**src/rtl/qeciphy_crc_stream.sv**
```systemverilog
// Frame-aware streaming CRC engine: 2-stage pipeline, byte-granular last beat, per-frame reinit.
// Optional receive-check mode (exp_crc_i, crc_err_o, err_cnt_o) under `QECIPHY_CRC_STREAM_CHECK_EN.
module qeciphy_crc_stream #(
    parameter int unsigned      DATA_W  = 64,
    parameter int unsigned      CRC_W   = 16,
    parameter logic [CRC_W-1:0] POLY    = CRC_W'('h1021),
    parameter logic [CRC_W-1:0] INIT    = CRC_W'('hFFFF),
    parameter logic [CRC_W-1:0] XOR_OUT = CRC_W'('h0000)
) (
    input  logic                  clk_i,
    input  logic                  rst_i,
    input  logic [DATA_W-1:0]     tdata_i,
    input  logic [DATA_W/8-1:0]   tkeep_i,
    input  logic                  tlast_i,
    input  logic                  tvalid_i,
    output logic                  tready_o,
    output logic [CRC_W-1:0]      crc_o,
    output logic                  crc_valid_o,
`ifdef QECIPHY_CRC_STREAM_CHECK_EN
    input  logic [CRC_W-1:0]      exp_crc_i,
    output logic                  crc_err_o,
    output logic [15:0]           err_cnt_o,
`endif
    input  logic                  crc_ready_i
);

    localparam int unsigned NB    = DATA_W / 8;
    localparam int unsigned CNT_W = $clog2(NB + 1);

    // One byte through the non-reflected LFSR, MSB first.
    function automatic logic [CRC_W-1:0] byte_step(input logic [CRC_W-1:0] c_in,
                                                   input logic [7:0]       b);
        logic [CRC_W-1:0] c;
        logic             fb;
        c = c_in;
        for (int i = 7; i >= 0; i--) begin
            fb = c[CRC_W-1] ^ b[i];
            c  = {c[CRC_W-2:0], 1'b0};
            if (fb) c = c ^ POLY;
        end
        return c;
    endfunction

    // Fold the first n bytes of a beat, byte 0 first.
    function automatic logic [CRC_W-1:0] crc_fold(input logic [CRC_W-1:0]  c_in,
                                                  input logic [DATA_W-1:0] d,
                                                  input logic [CNT_W-1:0]  n);
        logic [CRC_W-1:0] c;
        c = c_in;
        for (int k = 0; k < int'(NB); k++) begin
            if (CNT_W'(k) < n) c = byte_step(c, d[8*k +: 8]);
        end
        return c;
    endfunction

    logic                s1_full_q, s1_full_d;
    logic [DATA_W-1:0]   s1_data_q, s1_data_d;
    logic [NB-1:0]       s1_keep_q, s1_keep_d;
    logic                s1_last_q, s1_last_d;
    logic [CRC_W-1:0]    crc_q, crc_d;
    logic [CRC_W-1:0]    res_q, res_d;
    logic                vld_q, vld_d;
`ifdef QECIPHY_CRC_STREAM_CHECK_EN
    logic [CRC_W-1:0]    s1_exp_q, s1_exp_d;
    logic                err_q, err_d;
    logic [15:0]         cnt_q, cnt_d;
`endif

    logic                s1_adv_c;
    logic                tready_c;
    logic                accept_c;
    logic                run_c;
    logic [CNT_W-1:0]    nbytes_c;
    logic [CRC_W-1:0]    crc_next_c;

    // A pending result blocks only a last beat from overwriting it.
    always_comb begin
        s1_adv_c = s1_full_q && !(s1_last_q && vld_q && !crc_ready_i);
        tready_c = !rst_i && (!s1_full_q || s1_adv_c);
        accept_c = tvalid_i && tready_c;

        nbytes_c = CNT_W'(NB);
        run_c    = 1'b1;
        if (s1_last_q) begin
            nbytes_c = '0;
            for (int k = 0; k < int'(NB); k++) begin
                if (run_c && s1_keep_q[k]) nbytes_c = nbytes_c + CNT_W'(1);
                else                       run_c    = 1'b0;
            end
        end
        crc_next_c = crc_fold(crc_q, s1_data_q, nbytes_c);
    end

    always_comb begin
        s1_full_d = s1_full_q;
        s1_data_d = s1_data_q;
        s1_keep_d = s1_keep_q;
        s1_last_d = s1_last_q;
        crc_d     = crc_q;
        res_d     = res_q;
        vld_d     = vld_q;
`ifdef QECIPHY_CRC_STREAM_CHECK_EN
        s1_exp_d  = s1_exp_q;
        err_d     = err_q;
        cnt_d     = cnt_q;
        if (vld_q && crc_ready_i && err_q && (cnt_q != 16'hFFFF)) cnt_d = cnt_q + 16'd1;
`endif

        if (accept_c) begin
            s1_full_d = 1'b1;
            s1_data_d = tdata_i;
            s1_keep_d = tkeep_i;
            s1_last_d = tlast_i;
`ifdef QECIPHY_CRC_STREAM_CHECK_EN
            s1_exp_d  = exp_crc_i;
`endif
        end else if (s1_adv_c) begin
            s1_full_d = 1'b0;
        end

        if (vld_q && crc_ready_i) vld_d = 1'b0;

        // End of frame: publish the result and restart the state for the next frame.
        if (s1_adv_c) begin
            if (s1_last_q) begin
                res_d = crc_next_c ^ XOR_OUT;
                vld_d = 1'b1;
                crc_d = INIT;
`ifdef QECIPHY_CRC_STREAM_CHECK_EN
                err_d = ((crc_next_c ^ XOR_OUT) != s1_exp_q);
`endif
            end else begin
                crc_d = crc_next_c;
            end
        end
    end

    always_ff @(posedge clk_i) begin
        if (rst_i) begin
            s1_full_q <= 1'b0;
            s1_data_q <= '0;
            s1_keep_q <= '0;
            s1_last_q <= 1'b0;
            crc_q     <= INIT;
            res_q     <= INIT ^ XOR_OUT;
            vld_q     <= 1'b0;
`ifdef QECIPHY_CRC_STREAM_CHECK_EN
            s1_exp_q  <= '0;
            err_q     <= 1'b0;
            cnt_q     <= '0;
`endif
        end else begin
            s1_full_q <= s1_full_d;
            s1_data_q <= s1_data_d;
            s1_keep_q <= s1_keep_d;
            s1_last_q <= s1_last_d;
            crc_q     <= crc_d;
            res_q     <= res_d;
            vld_q     <= vld_d;
`ifdef QECIPHY_CRC_STREAM_CHECK_EN
            s1_exp_q  <= s1_exp_d;
            err_q     <= err_d;
            cnt_q     <= cnt_d;
`endif
        end
    end

    assign tready_o    = tready_c;
    assign crc_o       = res_q;
    assign crc_valid_o = vld_q;
`ifdef QECIPHY_CRC_STREAM_CHECK_EN
    assign crc_err_o   = err_q;
    assign err_cnt_o   = cnt_q;
`endif

endmodule

```
**config.mk**
```make
export PLATFORM = sky130hd
export DESIGN_NAME = qeciphy_crc_stream
export DESIGN_NICKNAME = d
export VERILOG_FILES = /design/src/rtl/qeciphy_crc_stream.sv
export SDC_FILE = /design/constraint.sdc
export NUM_CORES = 1
export LEC_CHECK = 0
export CAP_MARGIN = 25
export CORE_AREA = 2 2 99 197
export DETAILED_ROUTE_END_ITERATION = 7
export DIE_AREA = 0 0 101 199
export PLACE_DENSITY = 0.76
export SYNTH_ARGS = -nofsm -noshare
export SYNTH_HDL_FRONTEND = slang
export SYNTH_SLANG_ARGS = --single-unit
export TNS_END_PERCENT = 30
```
**constraint.sdc**
```tcl
create_clock -name clk_i -period 16.7 [get_ports clk_i]
set_clock_uncertainty 0.2 [all_clocks]
set_input_delay 5.01 -clock clk_i [delete_from_list [all_inputs] [get_ports clk_i]]
set_output_delay 5.01 -clock clk_i [all_outputs]
set_load 0.01 [all_outputs]
```
==> results.sh, run 1 <==
export IMPL_avgSynthCellArea_sq_um=7.99
export IMPL_dpl_instance_area_sq_mm=0.0112
export IMPL_rows=71
export IMPL_finalHoldViolations=0
export IMPL_worst_slew_pin_slew_ns=1.02
export IMPL_grt_pass1_vias=9191
export IMPL_nNetsFinal=1403
export IMPL_final_area_sq_mm=0.0115
export IMPL_synth_nets=1349
export IMPL_wire_per_inst_um=19.6
export IMPL_grtUsageTotal_pct=30.5
export IMPL_drt_total_wl_um=30400
export IMPL_crit_family="buffers and inverters"
export IMPL_grt_max_degree=94
export IMPL_start_kind="primary input"
export IMPL_die_width_um=101
export IMPL_ios=95
export IMPL_hp_start="s1_data_q[16]"
export IMPL_max_freq_ghz=0.0851
export IMPL_path_class="primary input to primary output"
export IMPL_synth_cell_types=91
export IMPL_clockBufferDepth=2
export IMPL_portBuffers=94
export IMPL_synth_ff_type="dfxtp_1"
export IMPL_insertion_delay_ns=0.37
export IMPL_worst_path_most_repeated_cell="clkdlybuf4s50_1"
export IMPL_relSlewSlack_pct=31.9
export IMPL_cts_buffers=9
export IMPL_antenna_found_initial=0
export IMPL_multi_input_area_sq_mm=0.00767
export IMPL_firstDrtPassIters=5
export IMPL_die_area_sq_mm=0.0201
export IMPL_min_period_over_period_pct=70.4
export IMPL_fin_crit_ns=11.75
export IMPL_clk_pin_slew_ns=0.07
export IMPL_synth_edff_count=0
export IMPL_setup_viol=0
export IMPL_max_stage_delay_ns=0.58
export IMPL_synthTopCellsByCount="228 x nand2_1, 119 x xnor2_1, 107 x dfxtp_1"
export IMPL_r2r_start="s1_keep_q[2]"
export IMPL_synth_area_leader_cell="dfxtp_1"
export IMPL_cap_violations=0
export IMPL_diodes=0
export IMPL_clockRootBuffer="clkbuf_16"
export IMPL_synth_cells=1268
export IMPL_async_flop_share_pct=0
export IMPL_layout_drive_gt1_share_pct=6.41
export IMPL_worstSetupEndpointType="primary output"
export IMPL_yosysWarningCount=0
export IMPL_fillers=1677
export IMPL_ys_seq_area_share_pct=21.1
export IMPL_drc=0
export IMPL_slew_viol_final=0
export IMPL_place_gp_congestion=0.987
export IMPL_path_buf_inv=3
export IMPL_area_delta_synth_final_pct=13.8
export IMPL_vias=9493
export IMPL_synth_top_area_share_pct=21.1
export IMPL_yosysMostFrequentCell="nand2_1"
export IMPL_worstPathArrival_ns=6.54
export IMPL_path_cells="clkdlybuf4s50_1 > buf_4 > nor2_1 > clkdlybuf4s50_1"
export IMPL_yosys_top_cells_area="dfxtp_1 21%, xnor2_1 10%, nand2_1 8.4%"
export IMPL_vias_per_cell=6.14
export IMPL_antenna_left=0
export IMPL_hpwl_um=23300
export IMPL_cp_data_required_time_ns=11.49
export IMPL_status="finished, final reports clean"
export IMPL_dr_first_iter_drc_count=450
export IMPL_grt_pass1_wl_um=47500
export IMPL_postCtsResizedCells=0
export IMPL_syn_area_sq_mm=0.0101
export IMPL_postCtsSetupRepairBufs=0
export IMPL_regArea_sq_mm=0.00214
export IMPL_startpoint="rst_i"
export IMPL_start_util_pct=54.3
export IMPL_cts_sinks=107
export IMPL_pre_cts_slack_ns=4.97
export IMPL_crit_slowest_cell="clkdlybuf4s50_1"
export IMPL_layout_setup_ws_ns=4.95
export IMPL_gr_total_overflow=0
export IMPL_tritoncts="done"
export IMPL_fp_dieH_um=199
export IMPL_crit_path_max_fanout=32
export IMPL_htree_levels=3
export IMPL_hp_class="flop to flop"
export IMPL_ys_seq_elements=107
export IMPL_design_core_area_sq_mm=0.0187
export IMPL_setup_tns_ns=0
export IMPL_rsz0062_at_grt="false"
export IMPL_cts_hold_buf=0
==> metrics by stage <==
stage / hold WS (ns) / std cells / util, %
finish: 0.260 / 1546 / 61.8
global route: 0.286 / 1546 / 61.8
CTS: 0.268 / 1545 / 61.7
detailed placement: 0.255 / 1529 / 60.0
global placement: 0.248 / 1529 / 60.0
floorplan: 0.235 / 1268 / -
==> state kept, by name (all words and copies together), names as in the netlist <==
name and cells:
crc_o 16, s1_full_q 1, crc_valid_o 1, s1_keep_q 8
s1_data_q 64, s1_last_q 1, crc_q 16
==> worst paths after layout <==
| check | slack, ns | end | cells past startpoint |
|---|---|---|---|
| setup reg to reg | 6.78 | crc_q[7] | 32 |
| hold / removal | 0.26 | s1_data_q[16] | 2 |
| setup / recovery | 4.95 | tready_o | 4 |
| hold reg to reg | 0.26 | s1_data_q[16] | 2 |
==> per-layer routing <==
metal,track usage [%],wire [um],vias to the layer above
met5,0,0,-
met4,20.8,2110,0
met3,2.81,991,99
met2,56.1,16200,276
met1,31.9,11100,4501
li1,-,-,4617
==> worst min-delay path: cells and delay by family, from the launching register on <==
| family | cells | cell delay, ns |
|---|---|---|
| flops | 1 | 0.32 |
| simple gates | 2 | 0.10 |
==> layout make-up <==
cell class              count  area share [%]
multi-input cells        1076            66.5
flip-flops and latches    107            18.6
repair buffers            107            9.11
well taps                 219            2.38
clock buffers               9            1.95
clock inverters             7           0.814
inverters                  21           0.684
==> cells in the final DEF, fill, tap and decap left out, drive strengths merged, types with 23 or more instances in the layout <==
cell / count
o211ai: 24
o21ai: 54
mux2i: 43
nor2: 85
dfxtp: 107
o31ai: 24
inv: 23
a21oi: 51
nand3: 79
nand2: 228
xnor3: 35
xor2: 51
a211oi: 25
xnor2: 126
clkdlybuf4s50: 94
==> cell families after synthesis <==
kind of cell	Yosys count	share of synthesized area [%]
and+or+nand+nor	514	23.4
buffers and inverters	85	3.32
muxes	50	5.31
AOI/OAI and AO/OA	289	20.9
DFF	107	21.1
xor gates and xnor gates	219	25.4
adders and majority gates	4	0.494
Power of run 1 is left out: the tool's default activity adds up to more than one toggle a clock period on the data nets, which glitch-free logic cannot reach.
==> inputs of run 2 (changes only) <==
- clock period: 16.7 -> 12.1 ns (I/O delays scaled with it)
==> run 2 against run 1 <==
Net effect:
- final area barely moved
- non-clock buffer count rose by 2
- via count rose by 1.5%
- global-route usage rose by 1.3 points
- utilization barely moved
- hold slack improved by 0.012 ns
- final cell count rose by 0.13%
- setup slack got worse by 2.6 ns
- critical path depth rose by 28
- sequential cell count did not move
- register-to-register slack got worse by 4.5 ns
- highest routed layer unchanged
==> results.sh, run 2 (synthesis results as in run 1) <==
export IMPL_status="finished, final reports clean"
export IMPL_critPathCapture="crc_q[7]"
export IMPL_wire_per_inst_um=20.3
export IMPL_clk_pin_slew_ns=0.08
export IMPL_relSlewSlack_pct=35.2
export IMPL_die_width_um=101
export IMPL_grt_use_met2_pct=57.2
export IMPL_path_class="flop to flop"
export IMPL_nNetsFinal=1405
export IMPL_mostFrequentLayoutCells="227 x nand2_1, 119 x xnor2_1, 107 x dfxtp_1"
export IMPL_max_freq_ghz=0.102
export IMPL_setup_tns_ns=0
export IMPL_rsz0062_at_grt="false"
export IMPL_largest_register="s1_data_q"
export IMPL_insertion_delay_ns=0.38
export IMPL_antenna_found_initial=0
export IMPL_path_buf_inv=2
export IMPL_ios=95
export IMPL_worstSetupEndpointType="flop"
export IMPL_start_kind="flop"
export IMPL_vias_per_cell=6.22
export IMPL_reg2reg_slack_ns=2.30
export IMPL_hp_class="flop to flop"
export IMPL_fp_dieH_um=199
export IMPL_min_period_over_period_pct=81.0
export IMPL_start_util_pct=54.3
export IMPL_die_area_sq_mm=0.0201
export IMPL_largest_reg_flops=64
export IMPL_r2r_end="crc_q[7]"
export IMPL_cp_data_required_time_ns=12.22
export IMPL_met1_usage_pct=32.6
export IMPL_r2r_cells=32
export IMPL_layout_commonest_cell="nand2_1"
export IMPL_portBuffers=94
export IMPL_grt_max_degree=64
export IMPL_diodes=0
export IMPL_grt_pass1_vias=9452
export IMPL_drc=0
export IMPL_grt_use_met3_pct=3.16
export IMPL_startpoint="s1_keep_q[2]"
export IMPL_drt_total_wl_um=31500
export IMPL_slew_viol_final=0
export IMPL_crit_family="compound AO/OA/AOI/OAI gates"
export IMPL_setup_viol=0
export IMPL_worstPathArrival_ns=9.92
export IMPL_final_core_util_pct=61.8
export IMPL_cts_hold_buf=0
export IMPL_cts_sinks=107
export IMPL_firstDrtPassIters=6
export IMPL_vias=9636
export IMPL_critical_path_depth=32
export IMPL_finalHoldViolations=0
export IMPL_cts_buffers=9
export IMPL_antenna_left=0
export IMPL_max_stage_delay_ns=0.81
export IMPL_grtUsageTotal_pct=31.9
export IMPL_dr_first_iter_drc_count=598
export IMPL_hold_ws_ns=0.272
export IMPL_crit_slowest_cell="a211oi_4"
export IMPL_clockBufferDepth=2
export IMPL_clockRootBuffer="clkbuf_16"
export IMPL_place_gp_congestion=0.994
export IMPL_crit_path_max_fanout=17
export IMPL_hpwl_um=24600
export IMPL_cap_violations=0
export IMPL_postCtsResizedCells=0
export IMPL_layout_drive_gt1_share_pct=6.47
export IMPL_dpl_instance_area_sq_mm=0.0112
export IMPL_gr_total_overflow=0
export IMPL_grt_pass1_wl_um=49200
export IMPL_design_core_area_sq_mm=0.0187
export IMPL_area_delta_synth_final_pct=13.8
export IMPL_grt_busiest_layer="met2"
export IMPL_rows=71
export IMPL_final_area_sq_mm=0.0115
export IMPL_postCtsSetupRepairBufs=0
export IMPL_r2r_start="s1_keep_q[2]"
export IMPL_fin_crit_ns=9.80
export IMPL_htree_levels=3
export IMPL_worst_slew_pin_slew_ns=0.968
export IMPL_tritoncts="done"
==> run 2: metrics by stage <==
stage | setup slack, ns | std cells
after floorplan | 3.87 | 1268
after global placement | 2.66 | 1531
after detailed placement | 2.52 | 1531
after CTS | 2.47 | 1547
after global routing | 1.62 | 1548
final | 2.30 | 1548
==> run 2: per-layer routing <==
metal	up-vias	share of wire, %
met5	-	0
met4	0	9.0
met3	136	3.8
met2	345	52
met1	4532	36
li1	4623	-
==> run 2: worst min path at each step <==
stage,end,start,slack (ns),cells past startpoint
global placement,crc_o[2],crc_o[2],0.25,2
global route,s1_data_q[17],s1_data_q[17],0.29,2
floorplan,s1_data_q[57],s1_data_q[57],0.23,2
finish,s1_data_q[60],s1_data_q[60],0.27,2
CTS,s1_data_q[60],s1_data_q[60],0.27,2
detailed placement,s1_data_q[2],s1_data_q[2],0.26,2
==> run 2: worst min-delay path: stages (launching register included) <==
cell     delay [ns]
dfxtp_1        0.32
nand3_1        0.06
nand2_1        0.05
==> run 2: layout make-up <==
cell class,count,area (sq um)
flip-flops and latches,107,2140
well taps,219,274
inverters,21,78.8
multi-input cells,1076,7660
fillers,1710,7120
repair buffers,109,1070
clock inverters,6,70.1
clock buffers,10,239
Power of run 2 is left out for the same reason.
